$ cat src/rtl/atmos_light_recip_div.sv
// Fixed-point reciprocal unit for the atmospheric-light estimation stage.
// One shared restoring divider computes round(2^FRAC_W / d) for each of
// NUM_CH channel components in turn. Zero operands saturate to all ones
// and raise the matching out_zero flag.
module atmos_light_recip_div #(
  parameter int IN_W   = 8,
  parameter int FRAC_W = 10,
  parameter int NUM_CH = 3,
  parameter int ROUND  = 1
) (
  input  logic                          clk,
  input  logic                          rst_n,
  input  logic                          in_valid,
  output logic                          in_ready,
  input  logic [NUM_CH*IN_W-1:0]        in_data,
  output logic                          out_valid,
  input  logic                          out_ready,
  output logic [NUM_CH*(FRAC_W+1)-1:0]  out_data,
  output logic [NUM_CH-1:0]             out_zero,
  output logic                          busy
);

  localparam int OUT_W = FRAC_W + 1;
  localparam int NUM_W = FRAC_W + 2;
  localparam int CNT_W = $clog2(NUM_W);
  localparam int CH_W  = (NUM_CH > 1) ? $clog2(NUM_CH) : 1;

  typedef enum logic [1:0] {
    IDLE = 2'd0,
    LOAD = 2'd1,
    DIV  = 2'd2,
    DONE = 2'd3
  } state_t;

  state_t state, next_state;

  logic [NUM_CH*IN_W-1:0]  ops;
  logic [CH_W-1:0]         ch;
  logic [IN_W:0]           rem;
  logic [NUM_W-1:0]        dvd;
  logic [FRAC_W-1:0]       quo;
  logic [CNT_W-1:0]        cnt;
  logic [NUM_CH*OUT_W-1:0] slot_data, slot_data_nxt;
  logic [NUM_CH-1:0]       slot_zero, slot_zero_nxt;

  logic [IN_W-1:0]  cur_d;
  logic             d_zero;
  logic [NUM_W-1:0] n_val;
  logic [IN_W:0]    rem_shift, rem_nxt;
  logic             ge;
  logic [OUT_W-1:0] q_final, q_out;
  logic             last_step, last_ch;

  // Divider datapath: operand select, dividend build, one restoring step,
  // and the result-slot update that lands on the final step of a channel.
  always_comb begin
    cur_d  = ops[int'(ch)*IN_W +: IN_W];
    d_zero = (cur_d == '0);

    n_val = '0;
    n_val[FRAC_W] = 1'b1;
    if (ROUND != 0) begin
      n_val = n_val + NUM_W'(cur_d >> 1);
    end

    // A set top remainder bit means the shifted value already exceeds any
    // IN_W-bit divisor, so the subtract is taken unconditionally.
    rem_shift = {rem[IN_W-1:0], dvd[NUM_W-1]};
    ge        = rem[IN_W] || (rem_shift >= {1'b0, cur_d});
    rem_nxt   = ge ? (rem_shift - {1'b0, cur_d}) : rem_shift;

    q_final = {quo, ge};
    q_out   = d_zero ? '1 : q_final;

    last_step = (state == DIV) && (cnt == '0);
    last_ch   = (ch == CH_W'(NUM_CH - 1));

    slot_data_nxt = slot_data;
    slot_zero_nxt = slot_zero;
    if (last_step) begin
      slot_data_nxt[int'(ch)*OUT_W +: OUT_W] = q_out;
      slot_zero_nxt[ch] = d_zero;
    end
  end

  // State register.
  always_ff @(posedge clk or negedge rst_n) begin
    if (!rst_n) begin
      state <= IDLE;
    end else begin
      state <= next_state;
    end
  end

  // Next-state logic and handshake outputs, all decoded from the state.
  always_comb begin
    next_state = state;
    in_ready   = 1'b0;
    out_valid  = 1'b0;
    busy       = 1'b1;
    case (state)
      IDLE: begin
        in_ready = 1'b1;
        busy     = 1'b0;
        if (in_valid) begin
          next_state = LOAD;
        end
      end
      LOAD: begin
        next_state = DIV;
      end
      DIV: begin
        if (cnt == '0) begin
          next_state = last_ch ? DONE : LOAD;
        end
      end
      DONE: begin
        out_valid = 1'b1;
        if (out_ready) begin
          next_state = IDLE;
        end
      end
      default: begin
        next_state = IDLE;
      end
    endcase
  end

  // Working registers: operand capture, per-channel divider setup and
  // stepping, and publication of the full result vector after the last channel.
  always_ff @(posedge clk or negedge rst_n) begin
    if (!rst_n) begin
      ops       <= '0;
      ch        <= '0;
      rem       <= '0;
      dvd       <= '0;
      quo       <= '0;
      cnt       <= '0;
      slot_data <= '0;
      slot_zero <= '0;
      out_data  <= '0;
      out_zero  <= '0;
    end else begin
      case (state)
        IDLE: begin
          if (in_valid) begin
            ops <= in_data;
            ch  <= '0;
          end
        end
        LOAD: begin
          rem <= '0;
          dvd <= n_val;
          quo <= '0;
          cnt <= CNT_W'(NUM_W - 1);
        end
        DIV: begin
          rem       <= rem_nxt;
          dvd       <= {dvd[NUM_W-2:0], 1'b0};
          quo       <= q_final[FRAC_W-1:0];
          cnt       <= cnt - CNT_W'(1);
          slot_data <= slot_data_nxt;
          slot_zero <= slot_zero_nxt;
          if (last_step) begin
            if (last_ch) begin
              out_data <= slot_data_nxt;
              out_zero <= slot_zero_nxt;
            end else begin
              ch <= ch + CH_W'(1);
            end
          end
        end
        default: begin
        end
      endcase
    end
  end

endmodule
$ cat config.mk
export PLATFORM = sky130hd
export DESIGN_NAME = atmos_light_recip_div
export DESIGN_NICKNAME = d
export VERILOG_FILES = /design/src/rtl/atmos_light_recip_div.sv
export SDC_FILE = /design/constraint.sdc
export NUM_CORES = 1
export LEC_CHECK = 0
export CELL_PAD_IN_SITES_DETAIL_PLACEMENT = 0
export CELL_PAD_IN_SITES_GLOBAL_PLACEMENT = 1
export CORE_MARGIN = 1
export CORE_UTILIZATION = 44
export DETAILED_ROUTE_END_ITERATION = 6
export HOLD_SLACK_MARGIN = 0.15
export MAX_ROUTING_LAYER = met4
export PLACE_DENSITY = 0.89
export SKIP_CTS_REPAIR_TIMING = 1
export SLEW_MARGIN = 40
export SYNTH_ARGS = -nofsm -noshare
export SYNTH_HDL_FRONTEND = slang
export SYNTH_SLANG_ARGS = --single-unit
$ cat constraint.sdc
create_clock -name clk -period 2.8 [get_ports clk]
set_input_delay 0.56 -clock clk [delete_from_list [all_inputs] [get_ports clk]]
set_output_delay 0.56 -clock clk [all_outputs]
set_load 0.005 [all_outputs]
# After elaboration in Yosys (flattened, before gate mapping)
# Cells that the tools add are included.
[totals]
output_inout_bits = 39
inputBits = 28
reg_bits = 135
elab_cells = 68
[op_classes]
mul = 1
n_addsub = 5
n_reduce_logical = 12
muxes = 24
magnitude_cmp = 3
shift = 3
n_eq_ne = 9
[ops]
columns = ["cell", "n"]
rows = [
  ["bitwise mux 33 bit", 1],
  ["two-way mux 33 bit", 1],
  ["negation 6 -> 33 bit", 1],
  ["variable shift 11 x 33 -> 33 bit, first input constant", 1],
  ["variable part select 11 x 33 -> 33 bit", 1],
  ["case mux 12 bit (2 select lines)", 1],
  ["variable part select 24 x 6 -> 8 bit", 1],
  ["case mux 10 bit (2 select lines)", 1],
  ["case mux 9 bit (2 select lines)", 1],
  ["two-way mux 2 bit", 7],
  ["adder 11 x 7 -> 12 bit, first input constant", 1],
  ["two-way mux 11 bit", 1],
  [">= comparator 9 x 8 -> 1 bit", 1],
  ["two-way mux 9 bit", 1],
  ["subtractor 9 x 8 -> 9 bit", 1],
  ["logical NOT 8 bit", 1],
  ["inequality test 2 bit, second input constant", 4],
  ["case mux 2 bit (4 select lines)", 1],
  ["case mux 4 bit (2 select lines)", 1],
  ["equality test 2 bit, second input constant", 3],
  ["multiplier 2 x 4 -> 6 bit, second input constant", 1],
  ["AND reduction 3 bit", 2],
  ["logical NOT 4 bit", 1],
  ["two-way mux 1 bit", 4],
  ["other kinds (16)", 18],
]

# Depth between registers and ports, before layout
[depth]
word_depth = 7
ltp_mapped = 13
depth_no_buf = 11

# Least setup slack after synthesis
# No wires, ideal clock.
[synth_path]
path_kind = "register to register"
startpoint = "reg ch[0]"
endpoint = "reg rem[1]"
path_slack_ns = 0.196
period_less_slack_ns = 2.604
path_buffers = 3
required_time_ns = 2.674
t_arrival_ns = 2.478
path_stages_with_launch = 13
setup_time_ns = 0.126
path_cell_list = "dfrtp_1 -> buf_2 -> nor2b_1 -> buf_2 -> a2bb2oi_1 -> inv_1 -> ha_1 -> nand2b_1 -> a211oi_1 -> o211a_1 -> clkbuf_1 -> nor3_1 -> a221o_1"
[synth_via]
elab_chain_len = 5
elab_cells_between_ends = 6
cone_classes = "1 x add/sub; 1 x order compare; 1 x shift; 2 x mux; 1 x reduce/logical"
[synth_rtl]
columns = ["item", "line", "source"]
rows = [
  ["start: declaration", "38", "logic [CH_W-1:0] ch;"],
  ["start signal: assignment", "169", "ch <= ch + CH_W'(1);"],
  ["variable part select 24 x 6 -> 8 bit *", "57", "cur_d = ops[int'(ch)*IN_W +: IN_W];"],
  [">= comparator 9 x 8 -> 1 bit", "69", "ge = rem[IN_W] || (rem_shift >= {1'b0, cur_d});"],
  ["logical OR 1 bit", "69", ""],
  ["two-way mux 9 bit *", "70", "rem_nxt = ge ? (rem_shift - {1'b0, cur_d}) : rem_shift;"],
  ["case mux 9 bit (2 select lines) *", "144", "case (state)"],
  ["end signal: assignment", "158", "rem <= rem_nxt;"],
  ["end: declaration", "39", "logic [IN_W:0] rem;"],
]
# Mark *: on every way between the ends. The rest lies on a longest branch, timed or not.
# A chain may end at the register's enable or synchronous reset.

# Final worst setup path
[layout_path]
startpoint = "reg ch[1]"
endpoint = "reg rem[5]"
# The elaborated chain is that of the path after synthesis.

==> run summary <==
Clock root cell: clkbuf_16
Final setup violation count: 0
Period Utilization, post-route: 0.9551
WS Path Type: flip-flop to flip-flop
Pins Over Slew Limit: 0
Setup TNS Final: 0 ns
CTS H-tree lvls: 4
Sequential share of the synthesized area: 0.5168
Min-delay src: slot_data[21]
Delay-heaviest family, CP: compound AO/OA/AOI/OAI gates
IO Port Bufs: 66
Syn Nets: 630
Row cnt: 42
Depth of the worst register-to-register path: 10
Total congestion overflow: 0
# diodes: 0
Die area: 14010 um2
Worst EP required: 3.08 ns
DIE HEIGHT: 118.3 um
DPL Wire Length: 10.43 mm
Maximum vdd drop: 1020 uV
Most frequent cells after synthesis: dfrtp_1 (123), nand2_1 (82), o21ai_1 (39)
Crit start category: flip-flop
Max Cap Violations: 0
Routed wire per std cell: 17.18 um
Worst hold path type: flip-flop to flip-flop
Top-count cell post-synth: dfrtp_1
Fmax: 373.9 MHz
Least-Margin Pin Slew: 0.5706 ns
First-pass GRT wire length: 24.49 mm
Tmin final: 2.674 ns
IO Count: 67
ANT nets after route: 0
Arr. time, crit path: 2.96 ns
Synth warnings: 0
Post-Synthesis Cells: 584
Max_slew headroom: 0.6187
Drt total wl: 14.57 mm
Critical path buffers and inverters: 2
Final worst clock skew: 0.007899 ns
Initial Util: 0.4497
RSZ-0062 raised after global routing: false
CORE AREA: 13240 um2
Finished Layout Cells: 848
Worst R2R Start: ch[1]
Dpl cells: 813
Layout cell share with drive strength beyond 1: 0.1786
Area fraction of the dominant cell type after synthesis: 0.5168
Synthesized area per cell: 10.20 um2
CTS max path bufs: 2
Synthesis-stage register bit count: 123
Slowest stage delay, CP: 0.47 ns
Crit path top cell by count: buf_4
CTS tree: yes
PwrDens: 1058 nW/um2
Crit. End Element: flip-flop
CTS Buf Count: 17
Cells along the critical path: buf_4, mux2i_1, o22a_1, ha_1, nand2b_1, a211oi_2, buf_4, mux2_2, o221ai_1, o311ai_1
Cell taking the most area after synthesis: dfrtp_1
Hold Violations, Final: 0
Iteration-0 DRC Markers: 320
Vias/cell: 5.540
Number of distinct library cells after synthesis: 60
Largest net degree at the start of global routing: 66
Hold path depth: 2
DRC viols: 0
Sink Count: 123
Antenna violations before repair: 0
Slowest cell on crit path: dfrtp_2
Synth area leaders: dfrtp_1 (52%), mux2_2 (6.2%), nand2_1 (5.2%)
Routability cong.: 0.8651
Final #Nets: 705
Status: complete, no violations
R2R Setup Slk: 0.13 ns
Vias in the first global route: 4857
Leakage: 3.414 nW
Chip Width: 118.3 um
Clk pin slew, worst setup/hold paths: 0.06 ns
Worst-Skew Late Latency: 0.42 ns
Max FO, Critical Path: 9
Reg2Reg Capture Point: rem[5]
Dominant synthesized flop cell: dfrtp_1
P&R area growth vs syn: 26.13%
All-layer global routing usage: 0.2329
EDFF count, synth: 0
TritonRoute pass-1 iters: 5
Worst Hold End: slot_data[21]
Synth Cell Area: 5956 um2
Layout fillers: 1178
Vias: 4698
FFs w/ async S/R, synth: 1.000
==> layout by cell type (no fill, tap or decap), drive strengths merged, types with 4 or more instances in the layout <==
master	count
nor3	4
a21o	4
nand3	22
a22oi	8
clkbuf	21
nand2	83
inv	36
buf	33
mux2	37
dfrtp	123
clkdlybuf4s50	65
nor2	18
o221ai	6
o31ai	5
o21ai	68
clkinv	6
a221oi	20
and3	23
a21oi	20
ha	17
==> how the worst max path moves through the flow <==
| stage | start | endpoint | slack (ns) | depth (start not counted) |
|---|---|---|---|---|
| floorplan | ch[0] | rem[1] | 0.20 | 12 |
| global placement | ch[1] | out_data[0] | 0.1 | 10 |
| detailed placement | ch[1] | out_data[11] | 0.04 | 12 |
| CTS | ch[1] | out_data[11] | 0.008 | 12 |
| global route | ch[1] | rem[5] | 0.007 | 10 |
| finish | ch[1] | rem[5] | 0.13 | 10 |
==> cell type report <==
class                   count  area [um2]  share of cell area
clock inverters            11       117.6             0.01566
multi-input cells         383        2560              0.3408
flip-flops and latches    123        3079              0.4099
well taps                 176       220.2             0.02931
clock buffers              21       470.5             0.06262
inverters                  35       131.4             0.01749
repair buffers             99       933.4              0.1243
==> tightest hold or removal path, delay by kind of cell (launching register included) <==
| family | cells | cell delay [ns] |
|---|---|---|
| flops | 1 | 0.33 |
| simple gates | 1 | 0.05 |
| compound gates | 1 | 0.06 |
==> where the power goes <==
part	switching [mW]	leakage (nW)	internal (mW)
clock	0.796	0.289	1.37
sequential	0.295	1.63	2.14
combinational	1.94	1.50	1.40
total	3.03	3.41	4.92
==> state kept, by name, indices dropped and copies added (netlist names) <==
| register | cells |
|---|---|
| ch | 2 |
| out_data | 33 |
| out_zero | 3 |
| dvd | 12 |
| state | 2 |
| quo | 10 |
| slot_zero | 2 |
| slot_data | 22 |
| rem | 9 |
| cnt | 4 |
| ops | 24 |
==> per-layer routing <==
layer	global-route usage	routed length (um)	up-vias
met5	-	0	-
met4	0.08814	365	0
met3	0.05116	640	31
met2	0.3875	7211	151
met1	0.2763	6350	2281
li1	-	-	2235
==> stage by stage <==
stage	hold slack (ns)	area [um2]	utilization	power, mW	setup slack (ns)
detailed placement	0.4678	6893	0.5205	5.727	0.03602
finish	0.4770	7512	0.5673	7.949	0.1256
CTS	0.06539	7481	0.5649	7.933	0.008123
floorplan	0.2644	5956	-	4.753	0.1963
global placement	0.4626	6893	0.5205	5.629	0.09646
global route	0.5109	7512	0.5673	8.461	0.006685
==> kinds of logic after synthesis <==
kind of cell / after synthesis / synth area share
AND/OR/NAND/NOR: 169 / 0.1351
AO/OA/AOI/OAI: 154 / 0.1769
flip-flops: 123 / 0.5168
buffers and inverters: 78 / 0.05420
multiplexers: 40 / 0.07500
adder cells (fa/ha/maj): 18 / 0.03908
XOR/XNOR: 2 / 0.002942
Power figures use the tool's default switching activity.
==> RTL edit: new RTL, config.mk and constraints unchanged <==
The parameter `NUM_CH` goes from 3 to 2.
--- a/src/rtl/atmos_light_recip_div.sv
+++ b/src/rtl/atmos_light_recip_div.sv
@@ -5,7 +5,7 @@
 module atmos_light_recip_div #(
   parameter int IN_W   = 8,
   parameter int FRAC_W = 10,
-  parameter int NUM_CH = 3,
+  parameter int NUM_CH = 2,
   parameter int ROUND  = 1
 ) (
   input  logic                          clk,
Ports: changed (resized in_data, out_data and out_zero); port bits go from 67 to 47. No check against the original RTL was run, so the function may have changed too.
==> RTL edit against the unedited design <==
- routed wire length fell by 42%
- global-route usage fell by 4.0 points
- sequential cell count fell by 33
- power fell by 41%
- first-iteration DRC count fell by 59%
- synthesized cell count fell by 32%
- non-clock buffer count fell by 44
- design area fell by 34%
- synthesized area fell by 30%
- largest power group unchanged
- setup slack improved by 0.089 ns
- worst hold slack got worse by 0.28 ns
- combinational power fell by 39%
- via count fell by 34%
==> RTL edit: results (changes against the unedited design) <==
| Metric | Value |
|---|---|
| Status | `finished clean` |
| Reg2reg path depth | `9 (-1)` |
| GR Layer Usage met1 | `25.7% (-1.9 points)` |
| Routability cong. | `0.861 (-0.43%)` |
| Initial DRC count | `130 (-59%)` |
| CP Data Arrival Time | `2.81 ns (-0.15 ns)` |
| Maximum vdd drop | `0.582 mV (-43%)` |
| Clock latency at the later pin of the worst-skew pair | `0.36 ns (-0.06 ns)` |
| CP max stage delay | `0.52 ns (+0.05 ns)` |
| Crit path max-delay family | `compound AO/OA/AOI/OAI gates` |
| DP HPWL | `6030 um (-42%)` |
| Sw Share | `41.2% (+3.1 points)` |
| Sequential fraction of the synthesis area | `53.9% (+2.2 points)` |
| Root buffer cell | `clkbuf_8` |
| R2r setup slk | `0.22 ns (+0.09 ns)` |
| Post-synth cell types | `51 (-15%)` |
| Layout cells sized above 1 | `13.2% (-4.6 points)` |
| Met3 usage | `3.65% (-1.5 points)` |
| Hold Path Class | `in2async` |
| Final Skew | `0.0125 ns (+0.00458 ns)` |
| DRT Wirelength | `8420 um (-42%)` |
| CTS HTree Levels | `3 (-1)` |
| Regs by FF count | `out_data: 22 flops, ops: 16 flops, dvd: 12 flops` |
| Fillcell total | `828 (-30%)` |
| Lkg Pwr | `0.00219 uW (-36%)` |
| Final routed DRC violation total | `0 (unchanged)` |
| Final nets | `474 (-33%)` |
| Reg2reg end | `rem[8]` |
| Post-synth top flop | `dfrtp_1` |
| Yosys warning count | `0 (unchanged)` |
| Commonest cells post-synth | `90 x dfrtp_1, 53 x nand2_1, 29 x o21ai_0` |
| Slew of the pin with the lowest slew margin | `0.648 ns (+0.0773 ns)` |
| Global-route wire length before repair | `14,700 um (-40%)` |
| Syn_nets | `430 (-32%)` |
| IO buf count | `46 (-30%)` |
| GR Util met2 | `30.3% (-8.4 points)` |
| Largest net degree at the start of global routing | `51 (-23%)` |
| Crit Path Max Fanout | `12 (+3)` |
| Via density per instance | `5.53 (-0.25%)` |
| DP Area | `0.00475 sq mm (-31%)` |
| GRT Total Usage | `19.3% (-4.0 points)` |
| Async set or reset register ratio after synthesis | `100% (unchanged)` |
| CTS Buf Count | `9 (-8)` |
| Reg clk slew, reported paths | `0.10 ns (+0.04 ns)` |
| Max Root-Sink Buffers | `2 (unchanged)` |
| Vias in the first global route | `2,989 (-38%)` |
| Crit. Startpoint | `ch` |
| Synth top area cells | `dfrtp_1 54%, mux2_2 6.2%, nand2_1 4.8%` |
==> RTL edit: changes by cell type after synthesis, moves of 10 or more <==
cell,change
dfrtp_1,-33
and3_1,-23
o22a_1,+18
mux2_2,-10
clkbuf_1,-17
a221oi_1,-20
nand2_1,-29
o21ai_1,-39
==> RTL edit: metrics by stage <==
stage          std cells  utilization [%]  power, uW  setup WS, ns  hold slack (ns)
2_1_floorplan        397                -       3320         0.167            0.264
3_3_place_gp         541             51.6       3790         0.227            0.454
3_5_place_dp         541             51.6       3870         0.139            0.461
4_1_cts              557             53.7       4750        0.0991            0.224
5_1_grt              557             53.8       5050       0.00486            0.250
6_report             557             53.8       4720         0.215            0.198
==> RTL edit: worst min path at each step <==
stage | startpoint | endpoint | slack, ns | depth (start not counted)
after floorplan | rst_n | ch | 0.26 | 0
after CTS | rst_n | out_data[8] | 0.22 | 1
final | rst_n | out_data[8] | 0.20 | 1
after global routing | rst_n | out_data[8] | 0.25 | 1
after detailed placement | slot_data[5] | out_data[5] | 0.46 | 2
after global placement | slot_data[10] | out_data[10] | 0.45 | 2
==> RTL edit: cell families (layout without fill, tap and decap cells) <==
group	after synthesis	count (layout)	synth area share, %
DFF	90	90	53.9
buffers and inverters	52	101	5.18
xor gates and xnor gates	4	4	0.839
AOI/OAI and AO/OA	95	95	15.8
and+or+nand+nor	111	111	11.8
adders and majority gates	13	13	4.07
muxes	32	32	8.36
==> RTL edit: layout make-up <==
| type | instances | area share (%) |
|---|---|---|
| multi-input combinational | 255 | 34.5 |
| tap | 111 | 2.81 |
| clock buffer | 9 | 2.51 |
| sequential | 90 | 45.6 |
| clock inverter | 7 | 1.39 |
| inverter | 30 | 2.28 |
| timing repair buffer | 55 | 10.9 |
==> RTL edit: routing by layer <==
| layer | vias to the layer above | share of wire [%] |
|---|---|---|
| li1 | 1487 | - |
| met1 | 1510 | 46 |
| met2 | 70 | 49 |
| met3 | 11 | 3.7 |
| met4 | 0 | 1.6 |
| met5 | - | 0 |
==> RTL edit: power by group through the flow <==
stage                     Combinational [uW]  Sequential (uW)  Clock, uW
after CTS                               2030             1820        889
final                                   2030             1820        866
after floorplan                         1550             1770          0
after global routing                    2250             1870        938
after global placement                  1950             1840          0
after detailed placement                2020             1850          0
==> RTL edit: worst reg2reg max path, cell delays in order, from the launching register on <==
cell	delay, ns
dfrtp_2	0.52
mux2_2	0.26
ha_1	0.16
inv_1	0.06
fa_1	0.41
a21o_1	0.18
a21oi_1	0.32
o221ai_1	0.19
a32oi_1	0.23
o41ai_1	0.12
